$ cat src/rtl/qtest_pkg.sv
// Shared types and default geometry for the on-chip memory self-test master.
// The state encoding and error-counter width live here so the top and the checker agree.
package qtest_pkg;

    localparam int DEF_DEPTH  = 128;
    localparam int DEF_ADDR_W = 7;
    localparam int DEF_DATA_W = 8;

    localparam int                ERR_W   = 8;
    localparam logic [ERR_W-1:0]  ERR_MAX = '1;

    typedef enum logic [2:0] {
        S_IDLE,
        S_WRITE,
        S_READ,
        S_DRAIN,
        S_DONE
    } state_t;

endpackage

$ cat src/rtl/qtest_mem_master_if.sv
// Avalon-MM port bundle between the test master and an on-chip memory slave
// with a fixed read latency of one cycle.
interface qtest_mem_master_if import qtest_pkg::*; #(
    parameter int ADDR_W = DEF_ADDR_W,
    parameter int DATA_W = DEF_DATA_W
);

    logic [ADDR_W-1:0] m_address;
    logic              m_clken;
    logic              m_chipselect;
    logic              m_write;
    logic [DATA_W-1:0] m_writedata;
    logic [DATA_W-1:0] m_readdata;

    modport master (
        output m_address, m_clken, m_chipselect, m_write, m_writedata,
        input  m_readdata
    );

    modport slave (
        input  m_address, m_clken, m_chipselect, m_write, m_writedata,
        output m_readdata
    );

endinterface

$ cat src/rtl/qtest_rd_checker.sv
// Read-side checker: delays the issued read address by the memory latency,
// compares returned data with the seed pattern and tracks errors.
module qtest_rd_checker import qtest_pkg::*; #(
    parameter int ADDR_W = DEF_ADDR_W,
    parameter int DATA_W = DEF_DATA_W
) (
    input  logic              clk_clk,
    input  logic              reset_reset_n,
    input  logic              clear,
    input  logic              kill,
    input  logic              issue_valid,
    input  logic [ADDR_W-1:0] issue_addr,
    input  logic [DATA_W-1:0] seed_q,
    input  logic [DATA_W-1:0] readdata,
    output logic [ERR_W-1:0]  err_count,
    output logic [ADDR_W-1:0] first_err_addr,
    output logic              err_free_next
);

    logic              pend_valid;
    logic [ADDR_W-1:0] pend_addr;
    logic              mismatch;

    // NOTE: every signal written here gets a value on every path, so no latch is inferred.
    always_comb begin
        mismatch      = pend_valid && (readdata != (DATA_W'(pend_addr) ^ seed_q));
        err_free_next = (err_count == '0) && !mismatch;
    end

    always_ff @(posedge clk_clk or negedge reset_reset_n) begin
        if (!reset_reset_n) begin
            pend_valid     <= 1'b0;
            pend_addr      <= '0;
            err_count      <= '0;
            first_err_addr <= '0;
        end else if (clear) begin
            pend_valid     <= 1'b0;
            pend_addr      <= '0;
            err_count      <= '0;
            first_err_addr <= '0;
        end else if (kill) begin
            // An aborted test drops its in-flight read; totals so far are kept.
            pend_valid <= 1'b0;
        end else begin
            pend_valid <= issue_valid;
            pend_addr  <= issue_addr;
            if (mismatch) begin
                if (err_count != ERR_MAX)
                    err_count <= err_count + 1'b1;
                if (err_count == '0)
                    first_err_addr <= pend_addr;
            end
        end
    end

endmodule

$ cat src/rtl/qtest_mem_master.sv
// Memory self-test master: writes addr^seed to every word, reads all words back,
// and reports a saturating mismatch count plus the first failing address.
module qtest_mem_master import qtest_pkg::*; #(
    parameter int DEPTH  = DEF_DEPTH,
    parameter int ADDR_W = DEF_ADDR_W,
    parameter int DATA_W = DEF_DATA_W
) (
    input  logic                clk_clk,
    input  logic                reset_reset_n,
    input  logic                start,
    input  logic                abort,
    input  logic [DATA_W-1:0]   seed,
    output logic                busy,
    output logic                done,
    output logic                pass,
    output logic [ERR_W-1:0]    err_count,
    output logic [ADDR_W-1:0]   first_err_addr,
    qtest_mem_master_if.master  mem
);

    localparam logic [ADDR_W-1:0] LAST_ADDR = ADDR_W'(DEPTH - 1);

    state_t            state;
    logic [ADDR_W-1:0] addr_cnt;
    logic [ADDR_W-1:0] next_addr;
    logic [DATA_W-1:0] seed_q;
    logic              running;
    logic              accept;
    logic              kill;
    logic              err_free_next;

    assign running   = (state == S_WRITE) || (state == S_READ) || (state == S_DRAIN);
    assign accept    = !running && start;
    assign kill      = running && abort;
    assign next_addr = addr_cnt + 1'b1;

    function automatic logic [DATA_W-1:0] pattern(input logic [ADDR_W-1:0] a,
                                                   input logic [DATA_W-1:0] s);
        return DATA_W'(a) ^ s;
    endfunction

    qtest_rd_checker #(
        .ADDR_W (ADDR_W),
        .DATA_W (DATA_W)
    ) u_rd_checker (
        .clk_clk        (clk_clk),
        .reset_reset_n  (reset_reset_n),
        .clear          (accept),
        .kill           (kill),
        .issue_valid    (mem.m_chipselect && !mem.m_write),
        .issue_addr     (mem.m_address),
        .seed_q         (seed_q),
        .readdata       (mem.m_readdata),
        .err_count      (err_count),
        .first_err_addr (first_err_addr),
        .err_free_next  (err_free_next)
    );

    // NOTE: clocked state uses non-blocking assignments so every register sees pre-edge values.
    always_ff @(posedge clk_clk or negedge reset_reset_n) begin
        if (!reset_reset_n) begin
            state            <= S_IDLE;
            addr_cnt         <= '0;
            seed_q           <= '0;
            busy             <= 1'b0;
            done             <= 1'b0;
            pass             <= 1'b0;
            mem.m_address    <= '0;
            mem.m_clken      <= 1'b0;
            mem.m_chipselect <= 1'b0;
            mem.m_write      <= 1'b0;
            mem.m_writedata  <= '0;
        end else if (accept) begin
            state            <= S_WRITE;
            addr_cnt         <= '0;
            seed_q           <= seed;
            busy             <= 1'b1;
            done             <= 1'b0;
            pass             <= 1'b0;
            mem.m_address    <= '0;
            mem.m_clken      <= 1'b1;
            mem.m_chipselect <= 1'b1;
            mem.m_write      <= 1'b1;
            mem.m_writedata  <= pattern('0, seed);
        end else if (kill) begin
            // Abort outranks any same-cycle phase change; addr_cnt keeps its value.
            state            <= S_IDLE;
            busy             <= 1'b0;
            done             <= 1'b0;
            pass             <= 1'b0;
            mem.m_address    <= '0;
            mem.m_clken      <= 1'b0;
            mem.m_chipselect <= 1'b0;
            mem.m_write      <= 1'b0;
            mem.m_writedata  <= '0;
        end else begin
            case (state)
                S_WRITE: begin
                    if (addr_cnt == LAST_ADDR) begin
                        state           <= S_READ;
                        addr_cnt        <= '0;
                        mem.m_address   <= '0;
                        mem.m_write     <= 1'b0;
                        mem.m_writedata <= '0;
                    end else begin
                        addr_cnt        <= next_addr;
                        mem.m_address   <= next_addr;
                        mem.m_writedata <= pattern(next_addr, seed_q);
                    end
                end
                S_READ: begin
                    if (addr_cnt == LAST_ADDR) begin
                        // Clock enable stays on one more cycle so the last read word is registered.
                        state            <= S_DRAIN;
                        mem.m_chipselect <= 1'b0;
                        mem.m_address    <= '0;
                    end else begin
                        addr_cnt      <= next_addr;
                        mem.m_address <= next_addr;
                    end
                end
                S_DRAIN: begin
                    state       <= S_DONE;
                    busy        <= 1'b0;
                    done        <= 1'b1;
                    pass        <= err_free_next;
                    mem.m_clken <= 1'b0;
                end
                default: ;
            endcase
        end
    end

endmodule
$ cat src/flat_wrapper.sv
// flat-port wrapper written by rule: the top's interface ports become plain ports
module qtest_mem_master_flat import qtest_pkg::*;
#(
    parameter int DEPTH  = DEF_DEPTH,
    parameter int ADDR_W = DEF_ADDR_W,
    parameter int DATA_W = DEF_DATA_W
)
  (clk_clk, reset_reset_n, start, abort, seed, busy, done, pass, err_count, first_err_addr, mem_m_address, mem_m_clken, mem_m_chipselect, mem_m_write, mem_m_writedata, mem_m_readdata);
  qtest_mem_master_if #(.ADDR_W(ADDR_W), .DATA_W(DATA_W)) mem_i ();
  input  logic clk_clk;
  input  logic reset_reset_n;
  input  logic start;
  input  logic abort;
  input  logic [DATA_W-1:0] seed;
  output logic busy;
  output logic done;
  output logic pass;
  output logic [ERR_W-1:0] err_count;
  output logic [ADDR_W-1:0] first_err_addr;
  output wire logic [$bits(mem_i.m_address)-1:0] mem_m_address;
  output wire logic [$bits(mem_i.m_clken)-1:0] mem_m_clken;
  output wire logic [$bits(mem_i.m_chipselect)-1:0] mem_m_chipselect;
  output wire logic [$bits(mem_i.m_write)-1:0] mem_m_write;
  output wire logic [$bits(mem_i.m_writedata)-1:0] mem_m_writedata;
  input wire logic [$bits(mem_i.m_readdata)-1:0] mem_m_readdata;
  assign mem_m_address = mem_i.m_address;
  assign mem_m_clken = mem_i.m_clken;
  assign mem_m_chipselect = mem_i.m_chipselect;
  assign mem_m_write = mem_i.m_write;
  assign mem_m_writedata = mem_i.m_writedata;
  assign mem_i.m_readdata = mem_m_readdata;
  qtest_mem_master #(.DEPTH(DEPTH), .ADDR_W(ADDR_W), .DATA_W(DATA_W)) u_core (.clk_clk(clk_clk), .reset_reset_n(reset_reset_n), .start(start), .abort(abort), .seed(seed), .busy(busy), .done(done), .pass(pass), .err_count(err_count), .first_err_addr(first_err_addr), .mem(mem_i));
endmodule
$ cat config.mk
export PLATFORM = sky130hd
export DESIGN_NAME = qtest_mem_master_flat
export DESIGN_NICKNAME = d
export VERILOG_FILES = /design/src/rtl/qtest_pkg.sv /design/src/rtl/qtest_mem_master_if.sv /design/src/rtl/qtest_rd_checker.sv /design/src/rtl/qtest_mem_master.sv /design/src/flat_wrapper.sv
export SDC_FILE = /design/constraint.sdc
export NUM_CORES = 1
export LEC_CHECK = 0
export ABC_AREA = 0
export CORE_MARGIN = 8
export CORE_UTILIZATION = 36
export DETAILED_ROUTE_END_ITERATION = 6
export HOLD_SLACK_MARGIN = 0.12
export PLACE_DENSITY = 0.66
export SKIP_LAST_GASP = 1
export SYNTH_ARGS = -nofsm -noshare
export SYNTH_HDL_FRONTEND = slang
export SYNTH_SLANG_ARGS = --single-unit
$ cat constraint.sdc
create_clock -name clk_clk -period 2.8 [get_ports clk_clk]
set_clock_uncertainty 0.05 [all_clocks]
set_input_delay 0.28 -clock clk_clk [delete_from_list [all_inputs] [get_ports clk_clk]]
set_output_delay 0.28 -clock clk_clk [all_outputs]
set_load 0.01 [all_outputs]
# --- Word-level counts from Yosys, hierarchy flattened ---
# Cells that the tools add are included.
# Widths: inputs -> output; s select.
totals:
  reg_bits: 61
  inputBits: 20
  output_inout_bits: 36
  wordCells: 101
op_classes:
  addsub: 2
  n_eq_ne: 10
  muxes: 45
  bitwise: 2
  reduce_logical: 28
ops:
  columns: ["cell", "count"]
  rows:
  - ["$mux 7", 13]
  - ["$mux 8", 8]
  - ["$mux 1", 18]
  - ["$reduce_bool 3->1", 6]
  - ["$xor 7x8->8", 2]
  - ["$pmux 7 s2", 1]
  - ["$mux 3", 4]
  - ["$reduce_and 3->1", 4]
  - ["$pmux 3 s3", 1]
  - ["$add 8x1->8 const B", 1]
  - ["$logic_not 8->1", 1]
  - ["$ne 4x2->1 const B", 2]
  - ["$ne 8x8->1", 1]
  - ["$ne 8x8->1 const B", 1]
  - ["$add 7x1->7 const B", 1]
  - ["$eq 7x7->1 const B", 1]
  - ["$eq 3x2->1 const B", 2]
  - ["$reduce_bool 2->1", 3]
  - ["$logic_and 1x1->1", 5]
  - ["$reduce_bool 5->1", 1]
  - ["$reduce_and 2->1", 2]
  - ["$eq 3x1->1 const B", 1]
  - ["$logic_not 1->1", 3]
  - ["$ne 3x2->1 const B", 1]
  - ["3 further kinds", 4]

# --- Logic depth before layout (Yosys ltp) ---
# Gate-level depths: netlist of run 1.
logic_depth:
  ltp_word: 8
  ltp_mapped: 8
  mapped_depth_nobuf: 7

# --- Modules after synthesis ---
# A second synthesis of run 1 with hierarchy kept.
hier_totals:
  hier_cells: 305
  area_unflattened_um2: 3153.0
modules_own_cells:
  columns: ["module", "n_inst", "cells_per_inst", "area_per_inst_um2", "seq_area_each_um2"]
  rows:
  - ["qtest_mem_master", 1, 196, 1883.1, 950.9]
  - ["qtest_rd_checker", 1, 109, 1270.0, 575.6]

# --- Worst setup path before layout of run 1 ---
# OpenSTA, ideal clock, no wires.
synth_timing:
  path_type: "reg-to-reg"
  startpoint: "register u_core.seed_q[6]"
  endpoint: "register u_core.u_rd_checker.first_err_addr[3]"
  setup_time_ns: 0.120
  arrival_time_ns: 1.767
  t_required_ns: 2.630
  setup_slack_ns: 0.863
  stages_incl_launch_ff: 7
  n_path_buf: 2
  period_less_slack_ns: 1.937
  cell_sequence: "dfrtp_1 > xnor3_1 > nand4_1 > o41a_1 > buf_6 > buf_6 > a41o_1"
synth_via:
  elab_chain_cells: 5
synth_lines:
  columns: ["item", "line_no", "text"]
  rows:
  - ["from (decl)", "qtest_mem_master.sv:26", "logic [DATA_W-1:0] seed_q;"]
  - ["from (signal assigned)", "qtest_mem_master.sv:64", "seed_q <= '0;"]
  - ["from (signal assigned)", "qtest_mem_master.sv:76", "seed_q <= seed;"]
  - ["$xor 7x8->8", "qtest_rd_checker.sv:26", "mismatch = pend_valid && (readdata != (DATA_W'(pend_addr) ^ seed_q));"]
  - ["$ne 8x8->1", "qtest_rd_checker.sv:26", null]
  - ["$logic_and 1x1->1", "qtest_rd_checker.sv:26", null]
  - ["$reduce_bool 2->1 (no line)", null, null]
  - ["$reduce_and 3->1 (no line)", null, null]
  - ["to (signal assigned)", "qtest_rd_checker.sv:51", "first_err_addr <= pend_addr;"]
  - ["to (decl)", "qtest_rd_checker.sv:16", "output logic [ADDR_W-1:0] first_err_addr,"]
# No other way between the ends.
# A chain may end at the register's enable or synchronous reset.

# --- Final worst setup path of run 1 ---
layout_timing:
  startpoint: "register u_core.state[2]"
  endpoint: "register u_core.u_rd_checker.err_count[1]"
layout_via:
  elab_chain_cells: 7
  elab_cells_between_ends: 13
  classes_between: "eq/ne: 4; mux: 1; reduce/logical: 8"
layout_lines:
  columns: ["item", "line_no", "text"]
  rows:
  - ["from (decl)", "qtest_mem_master.sv:23", "state_t state;"]
  - ["from (signal assigned)", "qtest_mem_master.sv:62", "state <= S_IDLE;"]
  - ["from (signal assigned)", "qtest_mem_master.sv:74", "state <= S_WRITE;"]
  - ["from (signal assigned)", "qtest_mem_master.sv:87", "state <= S_IDLE;"]
  - ["$eq 3x1->1 or $eq 3x2->1 (tied branches)", "qtest_mem_master.sv:32", "assign running = (state == S_WRITE) || (state == S_READ) || (state == S_DRAIN);"]
  - ["$logic_or 1x1->1", "qtest_mem_master.sv:32", null]
  - ["$logic_or 1x1->1 *", "qtest_mem_master.sv:32", null]
  - ["$logic_not 1->1", "qtest_mem_master.sv:33", "assign accept = !running && start;"]
  - ["$logic_and 1x1->1", "qtest_mem_master.sv:33", null]
  - ["$ne 2x1->1 (no line) or $reduce_bool 2->1 (tied branches)", null, null]
  - ["$reduce_and 3->1 (no line)", null, null]
  - ["to (signal assigned)", "qtest_rd_checker.sv:49", "err_count <= err_count + 1'b1;"]
  - ["to (decl)", "qtest_rd_checker.sv:15", "output logic [ERR_W-1:0] err_count,"]
# Mark *: on every way between the ends. The rest lies on a longest branch, timed or not.

==> results of run 1 <==
-- cell type report --
| type | instances | area (um^2) | share of cell area (%) |
|---|---|---|---|
| clock inverter | 2 | 35.0 | 0.883 |
| clock buffer | 12 | 145 | 3.66 |
| tap | 108 | 135 | 3.40 |
| multi-input combinational | 230 | 1490 | 37.6 |
| inverter | 5 | 18.8 | 0.473 |
| sequential | 61 | 1530 | 38.5 |
| timing repair buffer | 64 | 616 | 15.5 |
-- final timing paths --
check	from	endpoint	slack (ns)
worst max register to register	u_core.state[2]$_DFFE_PN0P_	u_core.u_rd_checker.err_count[1]$_DFFE_PN0P_	0.63
worst min register to register	u_core.mem.m_write$_DFFE_PN0P_	u_core.u_rd_checker.pend_valid$_DFF_PN0_	0.43
min in group clk_clk	u_core.mem.m_write$_DFFE_PN0P_	u_core.u_rd_checker.pend_valid$_DFF_PN0_	0.43
worst min-delay path	reset_reset_n	u_core.u_rd_checker.err_count[5]$_DFFE_PN0P_	0.38
max in group asynchronous	reset_reset_n	u_core.u_rd_checker.pend_addr[3]$_DFFE_PN0N_	1.60
worst max-delay path	u_core.state[2]$_DFFE_PN0P_	u_core.u_rd_checker.err_count[1]$_DFFE_PN0P_	0.63
-- synth_stat cells (all sizes together), types with 4 or more instances --
cell type,instances
nor3,5
clkbuf,8
a41o,13
o21ai,12
xnor2,12
nand2,58
nand3,7
nor2,26
inv,5
dfrtp,61
a22o,8
a21o,4
a21oi,15
buf,10
nand2b,5
a211oi,4
a31oi,12
and3,8
xnor3,6
-- state kept, by name, indices dropped and copies added (netlist names) --
register / cells
u_core.mem.m_address: 7
u_core.mem.m_clken: 1
u_core.mem.m_chipselect: 1
u_core.u_rd_checker.pend_valid: 1
u_core.done: 1
u_core.state: 3
u_core.pass: 1
u_core.addr_cnt: 7
u_core.mem.m_writedata: 8
u_core.u_rd_checker.err_count: 8
u_core.seed_q: 8
u_core.u_rd_checker.pend_addr: 7
u_core.u_rd_checker.first_err_addr: 7
u_core.mem.m_write: 1
-- layout by cell type, fill, tap and decap left out, types with 2 or more instances in the layout --
cell type,synthesis,routed
nand3_1,7,7
a31oi_1,12,12
nand3b_1,2,2
mux2i_1,2,2
o21ai_0,9,9
a21o_1,4,4
xnor3_1,6,6
a41o_1,13,13
nand2b_1,5,5
and2_1,2,2
o21ai_1,2,2
inv_1,5,5
clkbuf_1,8,2
clkbuf_8,0,10
nor3_1,5,5
a22oi_1,2,2
nand4_1,2,2
a211oi_1,4,4
nor2b_1,2,2
clkdlybuf4s50_1,0,54
a21oi_1,14,14
dfrtp_1,61,61
nor2_1,26,26
nand2_1,58,58
a22o_1,8,8
ha_1,3,3
and3_1,8,8
buf_4,1,8
xor2_1,3,3
o22a_1,2,2
xnor2_1,12,12
-- routing by layer --
layer,vias to the layer above,wire length [um]
li1,1238,-
met1,1212,3370
met2,44,3790
met3,13,355
met4,0,167
met5,-,0
-- stage by stage --
step / total power [mW] / hold slack (ns) / area, um^2 / cells
floorplan: 1.64 / -0.0656 / 3130 / 314
global placement: 1.98 / 0.217 / 3780 / 467
detailed placement: 1.99 / 0.222 / 3780 / 467
CTS: 2.75 / 0.395 / 3970 / 482
global route: 2.88 / 0.431 / 3970 / 482
finish: 2.71 / 0.383 / 3970 / 482
-- report_power, final --
part | switching (mW) | internal (mW)
clock | 0.320 | 0.425
combinational | 0.398 | 0.417
sequential | 0.135 | 1.02
-- repair_timing --
item | 4_1_cts | 5_1_grt
gates resized for setup | 0 | 0
buffers inserted | 0 | 0
endpoints found under the hold margin | 19 | 0
hold buffers | 1 | 0
-- logic make-up after synthesis --
| logic type | count (synthesis) |
|---|---|
| AND/OR/NAND/NOR | 122 |
| AO/OA/AOI/OAI | 82 |
| flip-flops | 61 |
| buffers and inverters | 23 |
| XOR/XNOR | 21 |
| adder cells (fa/ha/maj) | 3 |
| multiplexers | 2 |
==> results.sh, run 1 <==
export IMPL_powerDensity_nw_per_um2=683
export IMPL_dr_pass1_iters=6
export IMPL_synthDistinctLibCells=49
export IMPL_cts_buffer_depth=2
export IMPL_netlist_area_um2=3130
export IMPL_syn_nets=337
export IMPL_start_util_pct=36.4
export IMPL_numCtsBuffers=9
export IMPL_layout_nets=394
export IMPL_crit_type="reg2reg"
export IMPL_synthArstFlopShare_pct=100
export IMPL_slew_headroom_pct=51.2
export IMPL_finalSetupTns_ns=0
export IMPL_crit_slowest_cell="a41oi_2"
export IMPL_synth_area_leader_cell="dfrtp_1"
export IMPL_grt_overflow=0
export IMPL_final_core_util_pct=46.2
export IMPL_leakagePower_nw=1.89
export IMPL_die_height_um=109
export IMPL_vdd_ir_drop_max_uv=229
export IMPL_grt_busiest_layer="met2"
export IMPL_worstPathArrival_ns=2.34
export IMPL_fill_cells=830
export IMPL_report_final_slew_viol_count=0
export IMPL_grt_pass1_wl_mm=12.6
export IMPL_area_growth_pct=26.7
export IMPL_min_path_type="in2async"
export IMPL_gp_congestion=0.788
export IMPL_port_buffer_count=55
export IMPL_syn_instance_count=314
export IMPL_crit_chain="o21bai_2 -> nor2_1 -> buf_4 -> a41oi_2 -> a211oi_1 -> a41o_1"
export IMPL_synth_xor_area_share_pct=8.51
export IMPL_routed_wire_length_per_instance_um=15.9
export IMPL_yosys_warnings=0
export IMPL_num_vias=2507
export IMPL_cp_top_family="compound AO/OA/AOI/OAI gates"
export IMPL_startpoint_type="flop"
export IMPL_track_usage_pct=13.5
export IMPL_pin_count=56
export IMPL_yosys_area_top_type_share_pct=48.7
export IMPL_synth_main_ff_cell="dfrtp_1"
export IMPL_ys_ff_latch=61
export IMPL_run_status="completed"
export IMPL_cts_sinks=61
export IMPL_drive_above_1_share_pct=7.22
export IMPL_fin_crit_sh_pct=77.6
export IMPL_synth_compound_area_share_pct=19.5
export IMPL_dp_hpwl_mm=5.70
export IMPL_setup_viol=0
export IMPL_crit_buf_inv=1
export IMPL_seq_area_frac_synth_pct=48.7
export IMPL_n_antenna_cell=0
export IMPL_synthAdderAreaFrac_pct=1.20
export IMPL_htree_levels=3
export IMPL_grt_use_met1_pct=17.1
export IMPL_route_detailed_drc=0
export IMPL_synth_area_top_cells="dfrtp_1, nand2_1, xnor3_1"
export IMPL_first_iter_violations=118
export IMPL_end_kind="flop"
export IMPL_hold_viol_final=0
export IMPL_synth_mux_area_share_pct=0.639
export IMPL_path_max_fanout=15
export IMPL_slowest_delay_ns=0.57
export IMPL_vias_per_cell=5.20
export IMPL_max_slew_worst_pin_slew_ns=0.732
export IMPL_worst_skew_pair_late_latency_ns=0.33
export IMPL_clkTransAtPathRegs_ns=0.07
export IMPL_maxCapViolCount=0
export IMPL_crit_required_ns=2.97
export IMPL_core_region_area_um2=8590
export IMPL_grt_pass1_vias=2418
export IMPL_die_w_um=109
export IMPL_grt_setup_unrepaired="no"
export IMPL_grtUsageMet2_pct=21.8
export IMPL_cts_root_buffer="clkbuf_8"
export IMPL_fmax_ghz=0.460
export IMPL_period_needed_ns=2.17
export IMPL_tritoncts="built"
export IMPL_place_ws_ns=0.528
export IMPL_synth_edff_count=0
export IMPL_grtUsageMet3_pct=2.66
export IMPL_yosys_area_share_simple_pct=17.9
export IMPL_cp_depth=6
export IMPL_row_count=34
export IMPL_worst_r2r_cell_count=6
export IMPL_antenna_found_initial=0
export IMPL_ant_nets=0
export IMPL_grt_max_degree=35
export IMPL_fin_ws_ns=0.626
export IMPL_synth_top_family_by_area="compound AO/OA/AOI/OAI gates"
export IMPL_wl_mm=7.68
export IMPL_die_area_um2=11900
export IMPL_synth_avg_cell_area_um2=9.97
Note: power is estimated with default switching activity, not from simulation.
==> run 2, diff against run 1 <==
Settings changed: PLACE_DENSITY 0.66 to 0.68.
Clock period 2.8 ns to 1.8 ns, I/O delays scaled along.
==> results.sh, run 2 (synthesis results as in run 1) <==
export IMPL_run_status="complete, but fails checks"
export IMPL_violations="negative setup slack"
export IMPL_crit_slowest_cell="o41a_1"
export IMPL_worstPathArrival_ns=2.06
export IMPL_fin_crit_sh_pct=102
export IMPL_placed_cells_incl_taps=498
export IMPL_slew_headroom_pct=58.7
export IMPL_grt_overflow=0
export IMPL_ant_nets=0
export IMPL_stdcell_area_um2=4350
export IMPL_clkTransAtPathRegs_ns=0.07
export IMPL_gp_congestion=0.851
export IMPL_track_usage_pct=14.3
export IMPL_dp_hpwl_mm=6.14
export IMPL_antenna_found_initial=0
export IMPL_vdd_ir_drop_max_uv=408
export IMPL_hold_viol_final=0
export IMPL_cts_sinks=61
export IMPL_fin_ws_ns=-0.0386
export IMPL_cts_buffer_depth=2
export IMPL_n_antenna_cell=0
export IMPL_finalPower_mw=4.48
export IMPL_grt_pass1_vias=2706
export IMPL_reg_top3="u_core.mem.m_writedata x8, u_core.seed_q x8, u_core.u_rd_checker.err_count x8"
export IMPL_die_height_um=109
export IMPL_routed_wire_length_per_instance_um=15.8
export IMPL_placedInstanceArea_um2=4100
export IMPL_grt_max_degree=30
export IMPL_path_max_fanout=2
export IMPL_hold_worst_slack_ns=0.345
export IMPL_cts_root_buffer="clkbuf_8"
export IMPL_startpoint_type="flop"
export IMPL_crit_buf_inv=0
export IMPL_cp_depth=5
export IMPL_die_area_um2=11900
export IMPL_crit_type="reg2reg"
export IMPL_setup_viol=2
export IMPL_instances_no_fill=517
export IMPL_layout_nets=427
export IMPL_cp_top_family="compound AO/OA/AOI/OAI gates"
export IMPL_crit_required_ns=2.02
export IMPL_mostFrequentLayoutCell="dfrtp_1"
export IMPL_min_path_type="in2async"
export IMPL_route_detailed_drc=0
export IMPL_period_needed_ns=1.84
export IMPL_crit_chain="xnor3_1 -> nand2_1 -> o41a_1 -> or3_1 -> a21oi_2"
export IMPL_fmax_ghz=0.544
export IMPL_leakagePower_nw=2.08
export IMPL_row_count=34
export IMPL_grt_pass1_wl_mm=13.3
export IMPL_port_buffer_count=55
export IMPL_area_growth_pct=38.8
export IMPL_report_final_slew_viol_count=0
export IMPL_max_slew_worst_pin_slew_ns=0.619
export IMPL_first_iter_violations=163
export IMPL_powerDensity_nw_per_um2=1030
export IMPL_final_cell_mix="dfrtp_1, nand2_1, clkdlybuf4s50_1"
export IMPL_num_vias=2697
export IMPL_core_region_area_um2=8590
export IMPL_die_w_um=109
export IMPL_drive_above_1_share_pct=16.1
export IMPL_slowest_delay_ns=0.46
export IMPL_dr_pass1_iters=4
export IMPL_tritoncts="built"
export IMPL_maxCapViolCount=0
export IMPL_place_ws_ns=-0.320
export IMPL_pin_count=56
export IMPL_final_core_util_pct=50.6
export IMPL_grt_setup_unrepaired="yes"
export IMPL_numCtsBuffers=9
export IMPL_wl_mm=8.18
export IMPL_htree_levels=3
export IMPL_start_util_pct=36.4
export IMPL_finalSetupTns_ns=-0.0676
export IMPL_end_kind="flop"
export IMPL_worst_skew_pair_late_latency_ns=0.34
export IMPL_worst_r2r_cell_count=5
export IMPL_vias_per_cell=5.22
run 2: cell type report:
cell class                      instances  area [um^2]
Clock buffer                           15          156
Clock inverter                          1         30.0
Fill cell                             777         4250
Inverter                                5         18.8
Multi-Input combinational cell        230         1540
Sequential cell                        61         1530
Tap cell                              108          135
Timing Repair Buffer                   97          942
run 2: per-layer routing:
metal | routed length [um] | track usage [%] | vias up | part of all wire (%)
met3 | 411 | 3.55 | 15 | 5.0
li1 | - | - | 1310 | -
met1 | 3600 | 17.4 | 1311 | 44
met5 | 0 | 0 | - | 0
met4 | 200 | 6.56 | 0 | 2.4
met2 | 3970 | 23.4 | 61 | 48
run 2: timing repair:
item | in CTS | in global routing
endpoints found under the hold margin | 21 | 0
pin swaps | 0 | 2
hold buffers | 1 | 0
resized for setup | 0 | 7
setup endpoints to repair | 2 | 26
setup buffers | 0 | 2
run 2: worst register-to-register path, stage by stage (launching register included):
cell and delay (ns):
dfrtp_1 0.40, xnor3_1 0.27, nand2_1 0.06, o41a_1 0.47, or3_1 0.38, a21oi_2 0.14
run 2: worst paths after layout:
kind	start	end	slack (ns)
setup reg to reg	u_core.u_rd_checker.pend_addr[1]$_DFFE_PN0N_	u_core.pass$_DFFE_PN0P_	-0.04
hold reg to reg	u_core.mem.m_write$_DFFE_PN0P_	u_core.u_rd_checker.pend_valid$_DFF_PN0_	0.43
max in group asynchronous	reset_reset_n	u_core.u_rd_checker.pend_addr[0]$_DFFE_PN0N_	0.81
hold / removal	reset_reset_n	u_core.u_rd_checker.err_count[3]$_DFFE_PN0P_	0.34
min in group clk_clk	seed[7]	u_core.seed_q[7]$_DFFE_PN0N_	0.35
setup / recovery	u_core.u_rd_checker.pend_addr[1]$_DFFE_PN0N_	u_core.pass$_DFFE_PN0P_	-0.04
run 2: power breakdown:
| group | switching (mW) | internal (mW) |
|---|---|---|
| logic | 0.695 | 0.811 |
| registers | 0.191 | 1.58 |
| clock network | 0.514 | 0.682 |
| total | 1.40 | 3.08 |
==> patch, RTL diff (settings of run 1) <==
Register the inputs `start`, `abort` and `seed` before use, without a reset. The logic sees them one clock later. The other inputs are not delayed to match.
--- a/src/rtl/qtest_mem_master.sv
+++ b/src/rtl/qtest_mem_master.sv
@@ -21,4 +21,14 @@
     localparam logic [ADDR_W-1:0] LAST_ADDR = ADDR_W'(DEPTH - 1);
 
+    logic start_q;
+    logic abort_q;
+    logic [DATA_W-1:0] seed_r;
+
+    always_ff @(posedge clk_clk) begin
+        start_q <= start;
+        abort_q <= abort;
+        seed_r  <= seed;
+    end
+
     state_t            state;
     logic [ADDR_W-1:0] addr_cnt;
@@ -31,6 +41,6 @@
 
     assign running   = (state == S_WRITE) || (state == S_READ) || (state == S_DRAIN);
-    assign accept    = !running && start;
-    assign kill      = running && abort;
+    assign accept    = !running && start_q;
+    assign kill      = running && abort_q;
     assign next_addr = addr_cnt + 1'b1;
 
@@ -74,5 +84,5 @@
             state            <= S_WRITE;
             addr_cnt         <= '0;
-            seed_q           <= seed;
+            seed_q           <= seed_r;
             busy             <= 1'b1;
             done             <= 1'b0;
@@ -82,5 +92,5 @@
             mem.m_chipselect <= 1'b1;
             mem.m_write      <= 1'b1;
-            mem.m_writedata  <= pattern('0, seed);
+            mem.m_writedata  <= pattern('0, seed_r);
         end else if (kill) begin
             // Abort outranks any same-cycle phase change; addr_cnt keeps its value.
Formal check against the unedited RTL: not equivalent (Yosys sat finds a counterexample within 4 cycles, from zero or initial values and one cycle with reset_reset_n low).
==> patch against run 1 <==
Area after synthesis increased by 6.3%. Synthesized cell count unchanged. Sequential cell count increased by 10. First-iteration DRC count decreased by 6.8%. Critical endpoint is now u_core.u_rd_checker.err_count[2]. Largest cell class unchanged. Cell area increased by 6.2%. Critical path depth unchanged. Wire length increased by 2.8%. Power increased by 4.7%. Sequential power increased by 12%. Worst setup slack got worse by 180 ps.
==> patch: results (changes against run 1) <==
[placement]
place_worst_setup_slack_ps=351.3  ; -176.4 ps
place_congestion=0.7788  ; -1.1%
placed_area_um2=4003  ; +5.9%
dp_hpwl_mm=5.840  ; +2.5%
port_buffers=55  ; unchanged

[finish]
bufAreaShareNonClock_pct=14.61  ; -0.90 points
fin_util_pct=46.26  ; +0.079 points
final_nets=398  ; +1.0%
multi_input_area_share_pct=35.54  ; -2.1 points
drive_above_1_share_pct=11.58  ; +4.4 points
register_area_um2=1727  ; +13%
clock_buffers=13  ; +1
buffers=64  ; unchanged
multi_input_gates=220  ; -4.3%
fillCellCount=854  ; +2.9%

[synthesis]
synth-async-reset-ratio_pct=85.92  ; -14 points
synth_compound_area_share_pct=16.62  ; -2.8 points
ys_top_cells_by_area=dfrtp_1 (46%), nand2_1 (7.0%), dfxtp_1 (6.0%)
synthTopCellsByCount=nand2_1 (62), dfrtp_1 (61), o21ai_0 (18)
synth_xor_area_share_pct=8.459  ; -0.051 points
synth_fa_ha_area_share_pct=1.128  ; -0.071 points
ys_types=63  ; +29%
muxShareOfSynthArea_pct=2.406  ; +1.8 points

[power_and_ir_drop]
static-leakage-power_nw=1.808  ; -4.2%
ir_drop_mv=0.2458  ; +7.3%
switching_share_pct=29.80  ; -1.7 points
pg_comb_mw=0.719  ; -12%
seq_power_share_pct=45.3  ; +2.8 points
p_seq_mw=1.29  ; +12%

[detailed_routing]
wl_met1_mm=3.721  ; +10%
drt-vias-per-instance=5.088  ; -2.2%
via_count=2498  ; -0.36%
drt_pass1_iterations=4  ; -2
drt_iter0_drc=110  ; -6.8%
wl_met2_mm=3.768  ; -0.58%
route.met3.wl_um=272  ; -23%

[timing]
worst_slew_pin_slew_ps=917.8  ; +186.2 ps

[setup_path]
critical_path.startpoint=u_core.seed_q[6]
critPathArrivalTime_ps=2540  ; +200 ps
cp_max_fo=11  ; -4
cpPeakStageDelay_ps=710  ; +140 ps

[global_route]
met1_usage_pct=16.36  ; -0.70 points
use_met3_pct=2.738  ; +0.078 points
grt_use_met2_pct=21.44  ; -0.31 points
grt_pass1_wl_mm=13.21  ; +5.1%
grt_max_degree=43  ; +23%

[die]
dieWidth_um=112.2  ; +2.6%

[clock_tree]
clk_latency_ps=350  ; +20 ps
clock-sinks=71  ; +16%

[outcome]
status=finished, final reports clean

[min_path]
min_path_type=in -> reg

==> patch: critical path, delay by kind of cell, from the launching register on <==
kind            cells  cell delay, ps
compound gates      3             940
flops               1             440
xor+xnor            1             430
buf+inv             1             270
simple gates        1             110
==> patch: kinds of logic after synthesis <==
family / count (synthesis)
simple gates: 114
compound gates: 73
flops: 71
buf+inv: 23
xor+xnor: 22
mux: 8
fa+ha+maj: 3
==> patch: worst min path at each step <==
stage / startpoint / slack, ps / cells after the start / endpoint
after global placement: u_core.seed_r[5] / 370 / 2 / u_core.seed_q[5]
after floorplan: reset_reset_n / -70 / 0 / u_core.addr_cnt[0]
after global routing: seed[1] / 310 / 1 / u_core.seed_r[1]
after detailed placement: u_core.seed_r[3] / 380 / 2 / u_core.seed_q[3]
final: seed[2] / 320 / 1 / u_core.seed_r[2]
after CTS: seed[2] / 310 / 1 / u_core.seed_r[2]
